<file path="config.mk">
export PLATFORM = sky130hd
export DESIGN_NAME = audio_pwm_out
export DESIGN_NICKNAME = d
export VERILOG_FILES = /design/src/rtl/audio_pkg.sv /design/src/rtl/audio_sample_fifo.sv /design/src/rtl/audio_pwm_out.sv
export SDC_FILE = /design/constraint.sdc
export NUM_CORES = 1
export LEC_CHECK = 0
export ABC_AREA = 1
export BUFFER_PORTS_ARGS = -buffer_cell sky130_fd_sc_hd__clkbuf_2
export CORE_UTILIZATION = 50
export CTS_BUF_LIST = sky130_fd_sc_hd__clkbuf_2 sky130_fd_sc_hd__clkbuf_4 sky130_fd_sc_hd__clkbuf_8
export DETAILED_ROUTE_END_ITERATION = 8
export PLACE_DENSITY_LB_ADDON = 0.05
export SYNTH_ARGS = -nofsm -noshare
export SYNTH_HDL_FRONTEND = slang
export SYNTH_SLANG_ARGS = --single-unit
export TNS_END_PERCENT = 1
</file>
<file path="constraint.sdc">
create_clock -name clk -period 2.95 [get_ports clk]
set_input_delay 0.295 -clock clk [delete_from_list [all_inputs] [get_ports clk]]
set_output_delay 0.295 -clock clk [all_outputs]
set_load 0.05 [all_outputs]
</file>
<file path="src/rtl/audio_pkg.sv">
// Shared types and constants for the audio PWM output path.
package audio_pkg;

   typedef enum logic [1:0] {
      FILL   = 2'd0,
      RUN    = 2'd1,
      STARVE = 2'd2
   } state_t;

   typedef logic signed [15:0] sample_t;

   localparam int DEFAULT_SAMPLE_DIV = 100;

   // Two's complement to offset binary: flipping the sign bit maps -32768..32767 onto 0..65535.
   function automatic logic [15:0] to_offset(input sample_t s);
      return {~s[15], s[14:0]};
   endfunction

endpackage

</file>
<file path="src/rtl/audio_sample_fifo.sv">
// Sample buffer between the playback stage and the modulator.
// A push is accepted when not full, or when full but a pop happens in the same cycle.
module audio_sample_fifo
   import audio_pkg::*;
#(
   parameter int DEPTH = 8
) (
   input  logic                   clk,
   input  logic                   rst,
   input  logic                   push,
   input  logic                   pop,
   input  sample_t                wdata,
   output sample_t                rdata,
   output logic [$clog2(DEPTH):0] count,
   output logic                   full,
   output logic                   empty
);

   localparam int AW = $clog2(DEPTH);

   sample_t         mem [DEPTH];
   logic [AW-1:0]   wr_ptr;
   logic [AW-1:0]   rd_ptr;
   logic            do_push;
   logic            do_pop;

   assign full    = (count == (AW+1)'(DEPTH));
   assign empty   = (count == {(AW+1){1'b0}});
   assign do_pop  = pop && !empty;
   assign do_push = push && (!full || do_pop);
   assign rdata   = mem[rd_ptr];

   // Storage write port; contents are don't-care until pointed at.
   always_ff @(posedge clk) begin
      if (do_push && !rst) begin
         mem[wr_ptr] <= wdata;
      end
   end

   // Pointers wrap naturally because DEPTH is a power of two.
   always_ff @(posedge clk) begin
      if (rst) begin
         wr_ptr <= {AW{1'b0}};
         rd_ptr <= {AW{1'b0}};
         count  <= {(AW+1){1'b0}};
      end else begin
         if (do_push) begin
            wr_ptr <= wr_ptr + {{(AW-1){1'b0}}, 1'b1};
         end
         if (do_pop) begin
            rd_ptr <= rd_ptr + {{(AW-1){1'b0}}, 1'b1};
         end
         case ({do_push, do_pop})
            2'b10:   count <= count + {{AW{1'b0}}, 1'b1};
            2'b01:   count <= count - {{AW{1'b0}}, 1'b1};
            default: count <= count;
         endcase
      end
   end

endmodule

</file>
<file path="src/rtl/audio_pwm_out.sv">
// Buffered sample-rate playback into a first-order sigma-delta 1-bit stream.
// Optional volume attenuation is enabled with `define AUDIO_PWM_VOLUME_EN.
module audio_pwm_out
   import audio_pkg::*;
#(
   parameter int FIFO_DEPTH = 8,
   parameter int SAMPLE_DIV = DEFAULT_SAMPLE_DIV,
   parameter int PREFILL    = 4
) (
   input  logic        clk,
   input  logic        rst,
   input  sample_t     sample_in,
   input  logic        sample_valid,
`ifdef AUDIO_PWM_VOLUME_EN
   input  logic [3:0]  volume,
`endif
   output logic        pwm_out,
   output logic        overflow,
   output logic [15:0] underrun_cnt,
   output logic        playing
);

   localparam int CW = (SAMPLE_DIV > 2) ? $clog2(SAMPLE_DIV) : 1;
   localparam int OW = $clog2(FIFO_DEPTH) + 1;

   logic [CW-1:0] tick_cnt;
   logic          tick;
   state_t        state;
   sample_t       cur_sample;
   sample_t       head;
   sample_t       scaled;
   logic [OW-1:0] occupancy;
   logic          full;
   logic          empty;
   logic          prefilled;
   logic          pop;
   logic          push;
   logic [16:0]   acc;
   logic [15:0]   u;

   assign tick      = (tick_cnt == CW'(SAMPLE_DIV - 1));
   assign prefilled = (occupancy >= OW'(PREFILL));
   assign push      = sample_valid && !rst;

   audio_sample_fifo #(
      .DEPTH (FIFO_DEPTH)
   ) u_fifo (
      .clk   (clk),
      .rst   (rst),
      .push  (push),
      .pop   (pop),
      .wdata (sample_in),
      .rdata (head),
      .count (occupancy),
      .full  (full),
      .empty (empty)
   );

   // Pop decision is taken on the registered occupancy, so a same-cycle push never counts.
   always_comb begin
      pop = 1'b0;
      if (tick) begin
         case (state)
            FILL:    pop = prefilled;
            STARVE:  pop = prefilled;
            RUN:     pop = !empty;
            default: pop = 1'b0;
         endcase
      end else begin
         pop = 1'b0;
      end
   end

   // Sample-period tick counter.
   always_ff @(posedge clk) begin
      if (rst) begin
         tick_cnt <= {CW{1'b0}};
      end else if (tick) begin
         tick_cnt <= {CW{1'b0}};
      end else begin
         tick_cnt <= tick_cnt + {{(CW-1){1'b0}}, 1'b1};
      end
   end

   // Sticky drop flag: a full FIFO only rejects a push when nothing pops that cycle.
   always_ff @(posedge clk) begin
      if (rst) begin
         overflow <= 1'b0;
      end else if (sample_valid && full && !pop) begin
         overflow <= 1'b1;
      end else begin
         overflow <= overflow;
      end
   end

   // Playback state machine with registered playing/underrun outputs.
   always_ff @(posedge clk) begin
      if (rst) begin
         state        <= FILL;
         cur_sample   <= 16'sd0;
         underrun_cnt <= 16'd0;
         playing      <= 1'b0;
      end else if (tick) begin
         case (state)
            FILL, STARVE: begin
               if (prefilled) begin
                  cur_sample <= head;
                  state      <= RUN;
                  playing    <= 1'b1;
               end else if (state == STARVE && underrun_cnt != 16'hFFFF) begin
                  underrun_cnt <= underrun_cnt + 16'd1;
               end
            end
            RUN: begin
               if (!empty) begin
                  cur_sample <= head;
               end else begin
                  state   <= STARVE;
                  playing <= 1'b0;
                  if (underrun_cnt != 16'hFFFF) begin
                     underrun_cnt <= underrun_cnt + 16'd1;
                  end
               end
            end
            default: begin
               state   <= FILL;
               playing <= 1'b0;
            end
         endcase
      end
   end

`ifdef AUDIO_PWM_VOLUME_EN
   assign scaled = cur_sample >>> volume;
`else
   assign scaled = cur_sample;
`endif
   assign u = to_offset(scaled);

   // First-order sigma-delta: the carry out of the 16-bit accumulation is the output bit.
   always_ff @(posedge clk) begin
      if (rst) begin
         acc     <= 17'd0;
         pwm_out <= 1'b0;
      end else begin
         acc     <= {1'b0, acc[15:0]} + {1'b0, u};
         pwm_out <= acc[16];
      end
   end

endmodule

</file>
## After elaboration in Yosys (flattened, before gate mapping)

Memories as Yosys holds them, arrays and structs flattened. A register that Yosys moved wholly into a read port is not among the register bits.
Cells that the tools add are included.

- Equality and inequality tests: 13
- Multiplexer cells: 21
- Bitwise logic cells: 1
- $lt $le $gt $ge: 1
- Reduce and logical (&&, ||, !) cells: 21
- $add $sub $neg: 7

Operators with widths:

| operator | number |
|---|---|
| 16-bit 2-to-1 mux | 6 |
| 16-bit one-hot mux with 2 select lines | 2 |
| 16-bit by 16-bit adder with 17-bit output | 1 |
| 16-bit by 1-bit adder with 16-bit output, second input constant | 1 |
| 16-bit != test, second input constant | 1 |
| 2-bit != test, second input constant | 4 |
| 4-bit one-hot mux with 2 select lines | 1 |
| 7-bit by 1-bit adder with 7-bit output, second input constant | 1 |
| 7-bit equality test, second input constant | 1 |
| 1-bit logical AND | 7 |
| 3-bit by 1-bit adder with 3-bit output, second input constant | 2 |
| 3-bit 2-to-1 mux | 2 |
| 6-bit AND reduction | 1 |
| 1-bit 2-to-1 mux | 5 |
| 4-bit by 1-bit adder with 4-bit output, second input constant | 1 |
| 2-bit by 1-bit equality test with 1-bit output, second input constant | 2 |
| 2-bit equality test, second input constant | 2 |
| 4-bit equality test, second input constant | 1 |
| 4-bit by 3-bit greater-or-equal comparator with 1-bit output, second input constant | 1 |
| 1-bit logical NOT | 4 |
| 4-bit logical NOT | 1 |
| 2-bit 2-to-1 mux | 2 |
| 2-bit by 1-bit != test with 1-bit output, second input constant | 2 |
| 1-bit one-hot mux with 2 select lines | 2 |
| 9 further kinds | 11 |

- Register bits: 71
- Bits of input ports: 19
- Word-level logic and storage cells: 76
- Memories: 1
- Memory bits (writable): 128
- Output and inout bits: 19

Memory list:

| memory | words | width | rd ports | clocked after memory_dff | wr ports | RTL line | text |
|---|---|---|---|---|---|---|---|
| u_fifo.mem | 8 | 16 | 1 | 1 | 1 | audio_sample_fifo.sv:21 | `sample_t mem [DEPTH];` |

## Longest topological paths before layout

Gate-level depths: netlist of run 1.

- Word-level depth: 10
- Mapped depth: 15

## By module

A second synthesis of run 1 with hierarchy kept.

- Cell total of the unflattened synthesis: 961
- Area total of the unflattened synthesis: 9256.4 um^2

Modules (own cells, without submodules):

| module | cells an instance | times used | area an instance (um^2) | seq. area each (um^2) |
|---|---|---|---|---|
| audio_sample_fifo | 421 | 1 | 5685.5 | 4103.9 |
| audio_pwm_out | 540 | 1 | 3570.9 | 1221.2 |

## Least setup slack after synthesis of run 1

No wires, ideal clock.

- Path kind: register to register
- Start: register state[0]
- End: memory u_fifo.mem[1][0] (netlist name) (enable)
- Setup slack: 251 ps
- Buffers on the path: 1
- Cell stages (with the launch flop): 12
- Library setup time: 388 ps
- Data arrival time: 2310 ps
- Cell sequence: dfxtp_1 > inv_1 > nor2_1 > nand2_1 > nand2_2 > nand2_1 > buf_6 > nand2_4 > nand2_4 > nor2_1 > inv_1 > nor2_1

- Longest elaborated chain between the ends: 10
- Elaborated cells between the ends (all ways): 12
- Those cells by class: eq/ne: 2; mux: 4; reduce/logical: 6

Ends and longest elaborated chain:

| item | RTL line | text |
|---|---|---|
| from (decl) | audio_pwm_out.sv:28 | `state_t state;` |
| from (signal assigned) | audio_pwm_out.sv:99 | `state <= FILL;` |
| from (signal assigned) | audio_pwm_out.sv:108 | `state <= RUN;` |
| from (signal assigned) | audio_pwm_out.sv:118 | `state <= STARVE;` |
| 2-bit equality test / 2-bit logical NOT (equally long branches) | audio_pwm_out.sv:63 | `case (state)` |
| 2-bit OR reduction (no line) | - |  |
| 1-bit one-hot mux with 2 select lines (*) | audio_pwm_out.sv:63 |  |
| 1-bit 2-to-1 mux (*) | audio_pwm_out.sv:62 | `if (tick) begin` |
| 1-bit logical AND (*) | audio_sample_fifo.sv:29 | `assign do_pop = pop && !empty;` |
| 1-bit logical OR (*) | audio_sample_fifo.sv:30 | `assign do_push = push && (!full \|\| do_pop);` |
| 1-bit logical AND (*) | audio_sample_fifo.sv:30 |  |
| 1-bit logical AND (*) | audio_sample_fifo.sv:35 | `if (do_push && !rst) begin` |
| 1-bit 2-to-1 mux (*) | audio_sample_fifo.sv:35 |  |
| 1-bit 2-to-1 mux (not written as such) (*) | audio_sample_fifo.sv:36 | `mem[wr_ptr] <= wdata;` |
| to (decl) | audio_sample_fifo.sv:21 |  |

Mark *: on every way between the ends. The rest lies on a longest branch, timed or not.

## Worst setup path after layout of run 1

- Start: register tick_cnt[0]
- End: memory u_fifo.mem[1][13] (netlist name) (enable)

- Longest elaborated chain between the ends: 8

Ends and longest elaborated chain:

| item | RTL line | text |
|---|---|---|
| from (decl) | audio_pwm_out.sv:26 | `logic [CW-1:0] tick_cnt;` |
| from (signal assigned) | audio_pwm_out.sv:77 | `tick_cnt <= {CW{1'b0}};` |
| from (signal assigned) | audio_pwm_out.sv:79 | `tick_cnt <= {CW{1'b0}};` |
| from (signal assigned) | audio_pwm_out.sv:81 | `tick_cnt <= tick_cnt + {{(CW-1){1'b0}}, 1'b1};` |
| 7-bit equality test | audio_pwm_out.sv:41 | `assign tick = (tick_cnt == CW'(SAMPLE_DIV - 1));` |
| 1-bit 2-to-1 mux | audio_pwm_out.sv:62 |  |
| 1-bit logical AND | audio_sample_fifo.sv:29 |  |
| 1-bit logical OR | audio_sample_fifo.sv:30 |  |
| 1-bit logical AND | audio_sample_fifo.sv:30 |  |
| 1-bit logical AND | audio_sample_fifo.sv:35 |  |
| 1-bit 2-to-1 mux | audio_sample_fifo.sv:35 |  |
| 1-bit 2-to-1 mux (not written as such) | audio_sample_fifo.sv:36 |  |

Every way passes these cells.

==> results.json, run 1 <==
{
  "comb_power_share": 0.024,
  "cts_setup_buffers": 0,
  "antenna_left": 0,
  "grt_pass1_wl_um": 30200,
  "die_area_sq_um": 17900,
  "cp_top_family": "simple AND/OR/NAND/NOR gates",
  "swShare": 0.201,
  "mostFrequentLayoutCell": "edfxtp_1",
  "clock_tree.buffer_depth": 3,
  "ys_seq_elements": 201,
  "timing.final.max_slew_violations": 0,
  "cts_tree": "built",
  "placed_cell_area_sq_um": 9070,
  "die_w_um": 134,
  "synth_area_sq_um": 8670,
  "numCtsBuffers": 36,
  "post-route-period-util": 0.700,
  "fp.coreArea_sq_um": 16800,
  "start_util": 0.518,
  "place_congestion": 0.852,
  "criticalPathCategory": "reg2reg",
  "met3_length_um": 1050,
  "syn-num-nets": 882,
  "final_area_sq_um": 9830,
  "met1_length_um": 8610,
  "crit_path_cell_trace": "ha_1 -> nand3_1 -> nor2_4 -> nand2_1 -> nand2_4 -> nand2_4 -> nor2_1 -> inv_1 -> nor2_1 -> buf_4",
  "hold_end": "u_fifo.mem[5][5]",
  "whs_path_depth": 1,
  "worst_slew_pin_slew_ns": 1.13,
  "die_h_um": 134,
  "fmax_mhz": 485,
  "root_buffer": "clkbuf_8",
  "maxCapViolations": 0,
  "numPortBuffers": 37,
  "multi_input_area_sq_um": 3010,
  "dp_hpwl_um": 11900,
  "synth_edf_count": 128,
  "status": "finished, final reports clean",
  "setup_viol": 0,
  "synth_flop_cell": "edfxtp_1",
  "syn2layout_area_growth_pct": 13.3,
  "cts_hold_buf": 0,
  "synth.avg_cell_area_sq_um": 10.3,
  "worst_setup_path_start_kind": "flop",
  "syn_inst": 841,
  "switchingPower_w": 0.00117,
  "clk_pin_slew_ns": 0.06,
  "worst_ep_arrival_time_ns": 2.25,
  "htree_levels": 2,
  "setup_tns_ns": 0,
  "pwr_density_cell_nw_per_um2": 591,
  "cp.required_ns": 3.14,
  "rows": 47,
  "worst_r2r_endpoint": "u_fifo.mem[1][13]",
  "vias_per_cell": 5.54,
  "dr_wl_met2_um": 9080,
  "dr.pass1.iters": 5,
  "wl_um": 19100,
  "diodes": 0,
  "io_pins": 38,
  "grt_max_degree": 65,
  "relSlewSlack": 0.245,
  "cts-resized-gates": 0,
  "min_period_ns": 2.06,
  "clock_latency_ns": 0.51,
  "antenna_found_initial": 0,
  "p_leak_nw": 3.60,
  "slowest_stage": "dfxtp_1",
  "layout-drive-gt1-share": 0.148,
  "critPathLaunch": "tick_cnt[0]",
  "final_cell_mix": "edfxtp_1 (128), nand2_1 (119), nor2_1 (118), dfxtp_1 (72), a21oi_1 (68)",
  "reg2regPathDepth": 10,
  "ff_latch_area_sq_um": 5310,
  "ir_drop_mv": 0.532,
  "initialDrtViolationCount": 438,
  "cts.sinks": 201,
  "synth_cell_types": 39,
  "ys_seq_area_frac": 0.612,
  "top_layer_used": "met4",
  "fin_nets": 936,
  "skew_ns": 0.0147,
  "ys_warn_count": 0,
  "cpPeakStageDelay_ns": 0.35,
  "hold_viol": 0,
  "wl_per_cell_um": 16.7,
  "min_path_type": "in2reg",
  "hold_start": "sample_in[5]",
  "clock_power_share": 0.454,
  "cp-end-kind": "flop",
  "cp_num_buf_inv": 2,
  "grt.overflow.total": 0,
  "p_seq_frac": 0.522,
  "rsz0062_at_grt": "false",
  "async_flop_share": 0,
  "num_vias": 6324,
  "gr-usage-all-layers": 0.218,
  "intPower_w": 0.00464,
  "drcViolationCount": 0,
  "r2r_slack_ns": 0.89,
  "r2r-start": "tick_cnt[0]",
  "grt_pass1_vias": 6056,
  "fillers": 1461,
  "worstPathMaxFanout": 16
}
## sequential cells by signal, summed over array words and instances, names as in the netlist, 2 cells and up, named ones only
| signal | cells |
|---|---|
| acc | 17 |
| u_fifo.mem | 128 |
| tick_cnt | 7 |
| u_fifo.count | 4 |
| cur_sample | 16 |
| u_fifo.rd_ptr | 3 |
| state | 2 |
| underrun_cnt | 16 |
| u_fifo.wr_ptr | 3 |
## worst max path at each step
stage	to	slack [ns]	cells past startpoint
final	u_fifo.mem[1][13]	0.89	10
after global routing	u_fifo.mem[5][12]	0.70	10
after CTS	u_fifo.mem[1][2]	0.86	10
after detailed placement	u_fifo.mem[1][8]	0.87	10
after global placement	u_fifo.mem[3][10]	0.93	10
after floorplan	u_fifo.mem[1][0]	0.25	11
## per-stage QoR
stage	util	power (W)	setup slack, ns	hold slack (ns)	cells
finish	0.586	0.00581	0.886	0.0601	1141
global route	0.586	0.00604	0.701	0.0668	1141
CTS	0.586	0.00588	0.858	0.0481	1141
detailed placement	0.541	0.00323	0.871	0.405	1077
floorplan	-	0.00316	0.251	0.388	841
global placement	0.541	0.00322	0.928	0.392	1077
## routing by layer
metal | track usage | vias to the layer above
li1 | - | 3090
met1 | 0.295 | 3026
met2 | 0.358 | 174
met3 | 0.0419 | 34
met4 | 0.0644 | 0
met5 | 0 | -
## final cells by class
type | count | share of cell area
Clock inverter | 5 | 0.00548
Timing Repair Buffer | 51 | 0.0295
Sequential cell | 201 | 0.540
Inverter | 51 | 0.0197
Clock buffer | 59 | 0.0712
Tap cell | 220 | 0.0280
Multi-Input combinational cell | 554 | 0.306
## cell families (layout without fill, tap and decap cells)
| kind of cell | after synthesis | in the layout | share of synthesized area |
|---|---|---|---|
| AOI/OAI and AO/OA | 202 | 202 | 0.143 |
| and+or+nand+nor | 314 | 314 | 0.155 |
| DFF | 201 | 201 | 0.612 |
| buffers and inverters | 86 | 166 | 0.0417 |
| adders and majority gates | 22 | 22 | 0.0326 |
| xor gates and xnor gates | 16 | 16 | 0.0162 |
## power by group through the flow
| stage | clock network (W) | registers, W | logic (W) |
|---|---|---|---|
| 2_1_floorplan | 0 | 0.00309 | 0.0000724 |
| 3_3_place_gp | 0 | 0.00309 | 0.000133 |
| 3_5_place_dp | 0 | 0.00309 | 0.000138 |
| 4_1_cts | 0.00271 | 0.00304 | 0.000139 |
| 5_1_grt | 0.00285 | 0.00304 | 0.000154 |
| 6_report | 0.00264 | 0.00304 | 0.000137 |
## worst register-to-register path, cell delays in order (launching register included)
cell	delay, ns
dfxtp_1	0.35
ha_1	0.21
nand3_1	0.15
nor2_4	0.18
nand2_1	0.13
nand2_4	0.10
nand2_4	0.06
nor2_1	0.09
inv_1	0.08
nor2_1	0.11
buf_4	0.29
## cell usage after synthesis, types with 2 or more instances
master	count	area [sq um]
o221ai_1	32	280
nor2_1	118	443
inv_1	46	173
o21ai_1	2	10.0
a21oi_2	3	26.3
xnor2_1	6	52.6
buf_2	5	25.0
xor2_1	10	87.6
inv_2	4	15.0
a31oi_1	2	12.5
buf_4	3	22.5
nand3_1	44	220
nand2_1	119	447
nor3_1	9	45.0
clkbuf_1	24	90.1
or2_2	3	18.8
edfxtp_1	128	3840
nand4_1	5	31.3
a21oi_1	68	340
nor2_2	2	12.5
o21ai_0	57	285
o21bai_1	34	255
dfxtp_1	73	1460
a21o_1	3	22.5
nand2_4	3	33.8
ha_1	21	263
nand3_2	3	30.0
nor3b_1	3	22.5
Note: power is estimated with default switching activity, not from simulation.
==> run 2, diff against run 1 <==
ABC_AREA = 0   (was 1)
clock period = 1.9 ns   (was 2.95 ns; I/O delays follow)
==> run 2 against run 1 <==
Effect of this change: the run now ends with setup timing left; clock power up 41%; worst setup slack worse by 1.2 ns; combinational power up 130%; utilization up 7.6 points; sequential share of layout area down 4.1 points; sequential power up 56%; register-to-register slack worse by 1.2 ns; via count down 15%; cell count down 15%; first-iteration DRC count down 50%; routed wire length down 11%; final area up 8.6%; highest routed layer unchanged.
==> results.json, run 2 <==
{
  "worst_ep_arrival_time_ns": 2.60,
  "min_path_type": "in2reg",
  "synth_edf_count": 128,
  "cp_top_family": "compound AO/OA/AOI/OAI gates",
  "relSlewSlack": 0.553,
  "rsz0062_at_grt": "true",
  "violations": "setup timing",
  "die_w_um": 132,
  "synth_flop_cell": "edfxtp_1",
  "skew_ns": 0.0194,
  "reg_top3": "u_fifo.mem: 128 flops, acc: 17 flops",
  "htree_levels": 2,
  "pre_cts_ws_ns": -0.362,
  "fin_nets": 774,
  "hold_viol": 0,
  "grt_max_degree": 64,
  "intPower_w": 0.00689,
  "wl_um": 17000,
  "clk_pin_slew_ns": 0.06,
  "mostFrequentLayoutCell": "edfxtp_1",
  "synth.avg_cell_area_sq_um": 14.2,
  "syn2layout_area_growth_pct": 27.2,
  "crit_path_cell_trace": "ha_4 -> fa_2 -> a211oi_2 -> o21bai_1 -> a221o_1 -> o31ai_2 -> mux2_2",
  "cts.sinks": 201,
  "rows": 46,
  "async_flop_share": 0,
  "cp-end-kind": "flop",
  "vias_per_cell": 5.52,
  "die_area_sq_um": 17300,
  "place_congestion": 0.829,
  "initialDrtViolationCount": 219,
  "final_cell_mix": "edfxtp_1 (128), dfxtp_1 (64), buf_4 (63), nor2_1 (51)",
  "syn-num-nets": 631,
  "synth.top_cells.by_count": "edfxtp_1 (128), dfxtp_1 (73), nor2_1 (53)",
  "cts_tree": "built",
  "antenna_found_initial": 0,
  "worst_setup_path_start_kind": "flop",
  "p_total_w": 0.00877,
  "maxCapViolations": 0,
  "p_leak_nw": 3.71,
  "slowest_stage": "fa_2",
  "antenna_left": 0,
  "root_buffer": "clkbuf_8",
  "synth_area_sq_um": 8390,
  "ff_latch_area_sq_um": 5320,
  "ir_drop_mv": 0.622,
  "syn_inst": 590,
  "ys_warn_count": 0,
  "pwr_density_cell_nw_per_um2": 822,
  "ys_seq_area_frac": 0.633,
  "cp.required_ns": 2.31,
  "clock_power_share": 0.424,
  "fmax_mhz": 456,
  "io_pins": 38,
  "ys_seq_elements": 201,
  "start_util": 0.520,
  "clock_tree.buffer_depth": 3,
  "top_register": "u_fifo.mem",
  "dr.pass1.iters": 4,
  "fillers": 1184,
  "dp.cells": 893,
  "grt.overflow.total": 0,
  "stdcell_count": 974,
  "cp_num_buf_inv": 0,
  "diodes": 0,
  "numPortBuffers": 37,
  "grt_pass1_vias": 5562,
  "worstPathMaxFanout": 3,
  "die_h_um": 132,
  "setup_ws_ns": -0.295,
  "multi_input_area_sq_um": 3250,
  "status": "finished with violations",
  "gr-usage-all-layers": 0.204,
  "numCtsBuffers": 35,
  "clock_latency_ns": 0.53,
  "layout-drive-gt1-share": 0.356,
  "switchingPower_w": 0.00187,
  "fin_hold_ws_ns": 0.177,
  "timing.final.max_slew_violations": 0,
  "yosysTopAreaCellShare": 0.458,
  "wl_per_cell_um": 17.5,
  "fp.coreArea_sq_um": 16100,
  "setup_viol": 130,
  "synth_cell_types": 63,
  "drcViolationCount": 0,
  "yosys.area.top_type": "edfxtp_1",
  "swShare": 0.214,
  "worst_slew_pin_slew_ns": 0.670,
  "post-route-period-util": 1.16,
  "largest_register_ffs": 128,
  "final_util": 0.662,
  "post-synth-top-count-cell": "edfxtp_1",
  "num_vias": 5379,
  "comb_power_share": 0.036,
  "grt_pass1_wl_um": 27900,
  "p_seq_frac": 0.540,
  "cpPeakStageDelay_ns": 0.36,
  "ys_top_cells_by_area": "edfxtp_1 (46%), dfxtp_1 (17%), mux4_2 (8.6%)",
  "criticalPathCategory": "reg2reg",
  "min_period_ns": 2.19,
  "dp_hpwl_um": 10800
}
[run 2: cell count changes after synthesis, sizes merged, moves of 18 or more]
cell    before  now
nor2       121   53
o21ai       59   13
mux4         0   32
a21oi       71   19
nand3       47   15
inv         51    8
nand2      123   22
o221ai      32    0
mux2i        0   18
o21bai      34    3
a211oi       0   20
[run 2: cell families after synthesis]
group	synth area share
DFF	0.633
adders and majority gates	0.0337
muxes	0.113
and+or+nand+nor	0.0995
buffers and inverters	0.0175
xor gates and xnor gates	0.0178
AOI/OAI and AO/OA	0.0861
[run 2: timing repair]
action                                  CTS  global route
setup buffers                             0             2
hold buffers                             17             0
hold endpoints to repair                129             0
endpoints found under the setup margin  154           156
pin swaps                                15            11
gates resized for setup                  20            31
[run 2: layer usage]
metal | wire [um] | track usage
met1 | 7410 | 0.252
met2 | 8600 | 0.351
met3 | 709 | 0.0498
met4 | 310 | 0.0685
met5 | 0 | 0
[run 2: worst reg2reg max path: cells and delay by family, from the launching register on]
kind / cells / cell delay (ns)
AOI/OAI and AO/OA: 4 / 0.86
muxes: 1 / 0.36
DFF: 1 / 0.33
adders and majority gates: 2 / 0.52
[run 2: power by group through the flow]
stage | combinational, W | clock (W) | sequential (W)
4_1_cts | 0.000306 | 0.00383 | 0.00473
2_1_floorplan | 0.000141 | 0 | 0.00482
3_3_place_gp | 0.000265 | 0 | 0.00482
3_5_place_dp | 0.000275 | 0 | 0.00482
5_1_grt | 0.000348 | 0.00403 | 0.00473
6_report | 0.000318 | 0.00372 | 0.00473
[run 2: final timing paths]
check / end / cells after the start / slack [ns] / startpoint
setup / recovery: acc[14] / 7 / -0.29 / cur_sample[0]
hold / removal: u_fifo.wr_ptr[1] / 5 / 0.18 / rst
setup reg to reg: acc[14] / 7 / -0.29 / cur_sample[0]
hold reg to reg: pwm_out / 1 / 0.45 / acc[16]
[run 2: area by class of cell]
class,instances,share of cell area
repair buffers,133,0.106
clock inverters,12,0.00551
flip-flops and latches,201,0.499
well taps,216,0.0253
multi-input cells,354,0.305
clock buffers,50,0.0569
inverters,8,0.00282
[run 2: per-stage QoR]
| stage | TNS, ns | area [sq um] |
|---|---|---|
| 2_1_floorplan | -39.52 | 8500 |
| 3_3_place_gp | -21.72 | 9600 |
| 3_5_place_dp | -25.03 | 9600 |
| 4_1_cts | -22.90 | 10500 |
| 5_1_grt | -25.24 | 10700 |
| 6_report | -12.38 | 10700 |
==> run 3, diff against run 2 <==
CTS_BUF_LIST = sky130_fd_sc_hd__clkbuf_8   (was sky130_fd_sc_hd__clkbuf_2 sky130_fd_sc_hd__clkbuf_4 sky130_fd_sc_hd__clkbuf_8)
==> run 3 against run 2 <==
Effect of this change: critical path depth unchanged; sequential power about the same; largest cell class unchanged; first-iteration DRC count up 4.1%; clock skew down 0.00071 ns; the flow still finishes with violations (setup timing); critical path type unchanged; total power down 2.9%; via count up 0.24%; highest routed layer unchanged; utilization down 0.30 points; die area unchanged; combinational power about the same; count of clock-buffer cells in the layout down 13.
==> results.json, run 3 (synthesis gave the netlist of run 2 again) <==
{
  "hold_viol": 0,
  "use_met3": 0.0498,
  "fp.coreArea_sq_um": 16100,
  "dr.pass1.iters": 5,
  "grt_use_met2": 0.349,
  "setup_tns_ns": -12.37,
  "largest_register_ffs": 128,
  "dp.cells": 893,
  "die_h_um": 132,
  "vias_per_cell": 5.54,
  "status": "finished with violations",
  "reg2regPathDepth": 7,
  "fmax_mhz": 456,
  "r2r_slack_ns": -0.29,
  "grt_max_degree": 64,
  "timing.final.max_slew_violations": 0,
  "maxCapViolations": 0,
  "cp.required_ns": 2.31,
  "grt.overflow.total": 0,
  "start_util": 0.520,
  "antenna_found_initial": 0,
  "rows": 46,
  "cts.sinks": 201,
  "dp_hpwl_um": 10800,
  "setup_ws_ns": -0.294,
  "final_cell_mix": "edfxtp_1 (128), dfxtp_1 (64), buf_4 (63), nor2_1 (51)",
  "p_leak_nw": 3.72,
  "r2r-start": "cur_sample[0]",
  "clock_latency_ns": 0.53,
  "reg_top3": "u_fifo.mem: 128 flops, acc: 17 flops",
  "grt_pass1_wl_um": 27700,
  "top_usage_layer": "met2",
  "numCtsBuffers": 35,
  "top_register": "u_fifo.mem",
  "drcViolationCount": 0,
  "wl_um": 17000,
  "rsz0062_at_grt": "true",
  "worst_ep_arrival_time_ns": 2.60,
  "grt_pass1_vias": 5555,
  "whs_path_depth": 5,
  "clock_tree.buffer_depth": 3,
  "skew_ns": 0.0187,
  "criticalPathCategory": "reg2reg",
  "grt_util_met1": 0.251,
  "clk_pin_slew_ns": 0.06,
  "diodes": 0,
  "syn2layout_area_growth_pct": 26.6,
  "layout-drive-gt1-share": 0.339,
  "worst_setup_path_start_kind": "flop",
  "hold_end": "u_fifo.wr_ptr[1]",
  "min_path_type": "in2reg",
  "ir_drop_mv": 0.615,
  "fin_nets": 774,
  "io_pins": 38,
  "die_w_um": 132,
  "worstPathMaxFanout": 3,
  "relSlewSlack": 0.551,
  "antenna_left": 0,
  "worst_slew_pin_slew_ns": 0.673,
  "min_period_ns": 2.19,
  "pwr_density_cell_nw_per_um2": 802,
  "stdcell_count": 974,
  "gr-usage-all-layers": 0.203,
  "setup_viol": 130,
  "numPortBuffers": 37,
  "initialDrtViolationCount": 228,
  "post-route-period-util": 1.15,
  "mostFrequentLayoutCell": "edfxtp_1",
  "critPathLaunch": "cur_sample[0]",
  "num_vias": 5392,
  "place_congestion": 0.829,
  "die_area_sq_um": 17300,
  "worst_r2r_endpoint": "acc[14]",
  "cp-end-kind": "flop",
  "htree_levels": 2,
  "cts_tree": "built",
  "hold_start": "rst",
  "root_buffer": "clkbuf_8",
  "wl_per_cell_um": 17.4,
  "violations": "setup timing"
}
==> run 3: cell count changes in the layout (fill, tap and decap cells not counted), sizes merged <==
cell / previous run / this run
inv: 8 / 21
clkbuf: 87 / 74
==> run 3: layout make-up <==
| type | instances | area (sq um) |
|---|---|---|
| Clock inverter | 25 | 108 |
| Multi-Input combinational cell | 354 | 3250 |
| Sequential cell | 201 | 5320 |
| Inverter | 8 | 30.0 |
| Clock buffer | 37 | 509 |
| Tap cell | 216 | 270 |
| Fill cell | 1193 | 5500 |
| Timing Repair Buffer | 133 | 1130 |
==> run 3: timing repair <==
item / in CTS / in global routing
endpoints found under the setup margin: 154 / 156
gates resized for setup: 20 / 31
endpoints found under the hold margin: 129 / 0
setup buffers: 0 / 2
cloned: 0 / 0
hold buffers: 17 / 0
pin swaps: 15 / 11
==> run 3: metal layers <==
layer  wire [um]  vias to the layer above
met5           0                        -
met4         370                        0
met3         693                       32
met2        8500                      102
met1        7420                     2648
li1            -                     2610
==> run 3: critical path, cell delays in order, from the launching register on <==
cell and delay [ns]:
dfxtp_2 0.33, ha_4 0.16, fa_2 0.36, a211oi_2 0.23, o21bai_1 0.11, a221o_1 0.33
o31ai_2 0.19, mux2_2 0.36
==> run 3: power breakdown <==
| part | total, W | internal [W] | leakage (nW) | switching (W) |
|---|---|---|---|---|
| Combinational | 0.000318 | 0.000143 | 1.62 | 0.000175 |
| Sequential | 0.00473 | 0.00470 | 1.75 | 0.0000329 |
| Clock | 0.00346 | 0.00180 | 0.355 | 0.00167 |
==> run 3: worst max-delay path by stage <==
stage	endpoint	slack, ns
finish	acc[14]	-0.29
floorplan	u_fifo.count[2]	-0.36
detailed placement	acc[14]	-0.36
global placement	acc[14]	-0.31
CTS	u_fifo.count[2]	-0.34
global route	u_fifo.count[2]	-0.36
==> run 3: through the flow <==
stage          hold WS, ns   util  setup slack [ns]  area, sq um  total power, W
3_5_place_dp         0.434  0.596            -0.362         9600         0.00509
4_1_cts              0.132  0.649            -0.339        10500         0.00861
5_1_grt              0.194  0.659            -0.363        10600         0.00885
6_report             0.183  0.659            -0.294        10600         0.00851
2_1_floorplan        0.289      -            -0.356         8500         0.00496
3_3_place_gp         0.436  0.596            -0.314         9600         0.00508
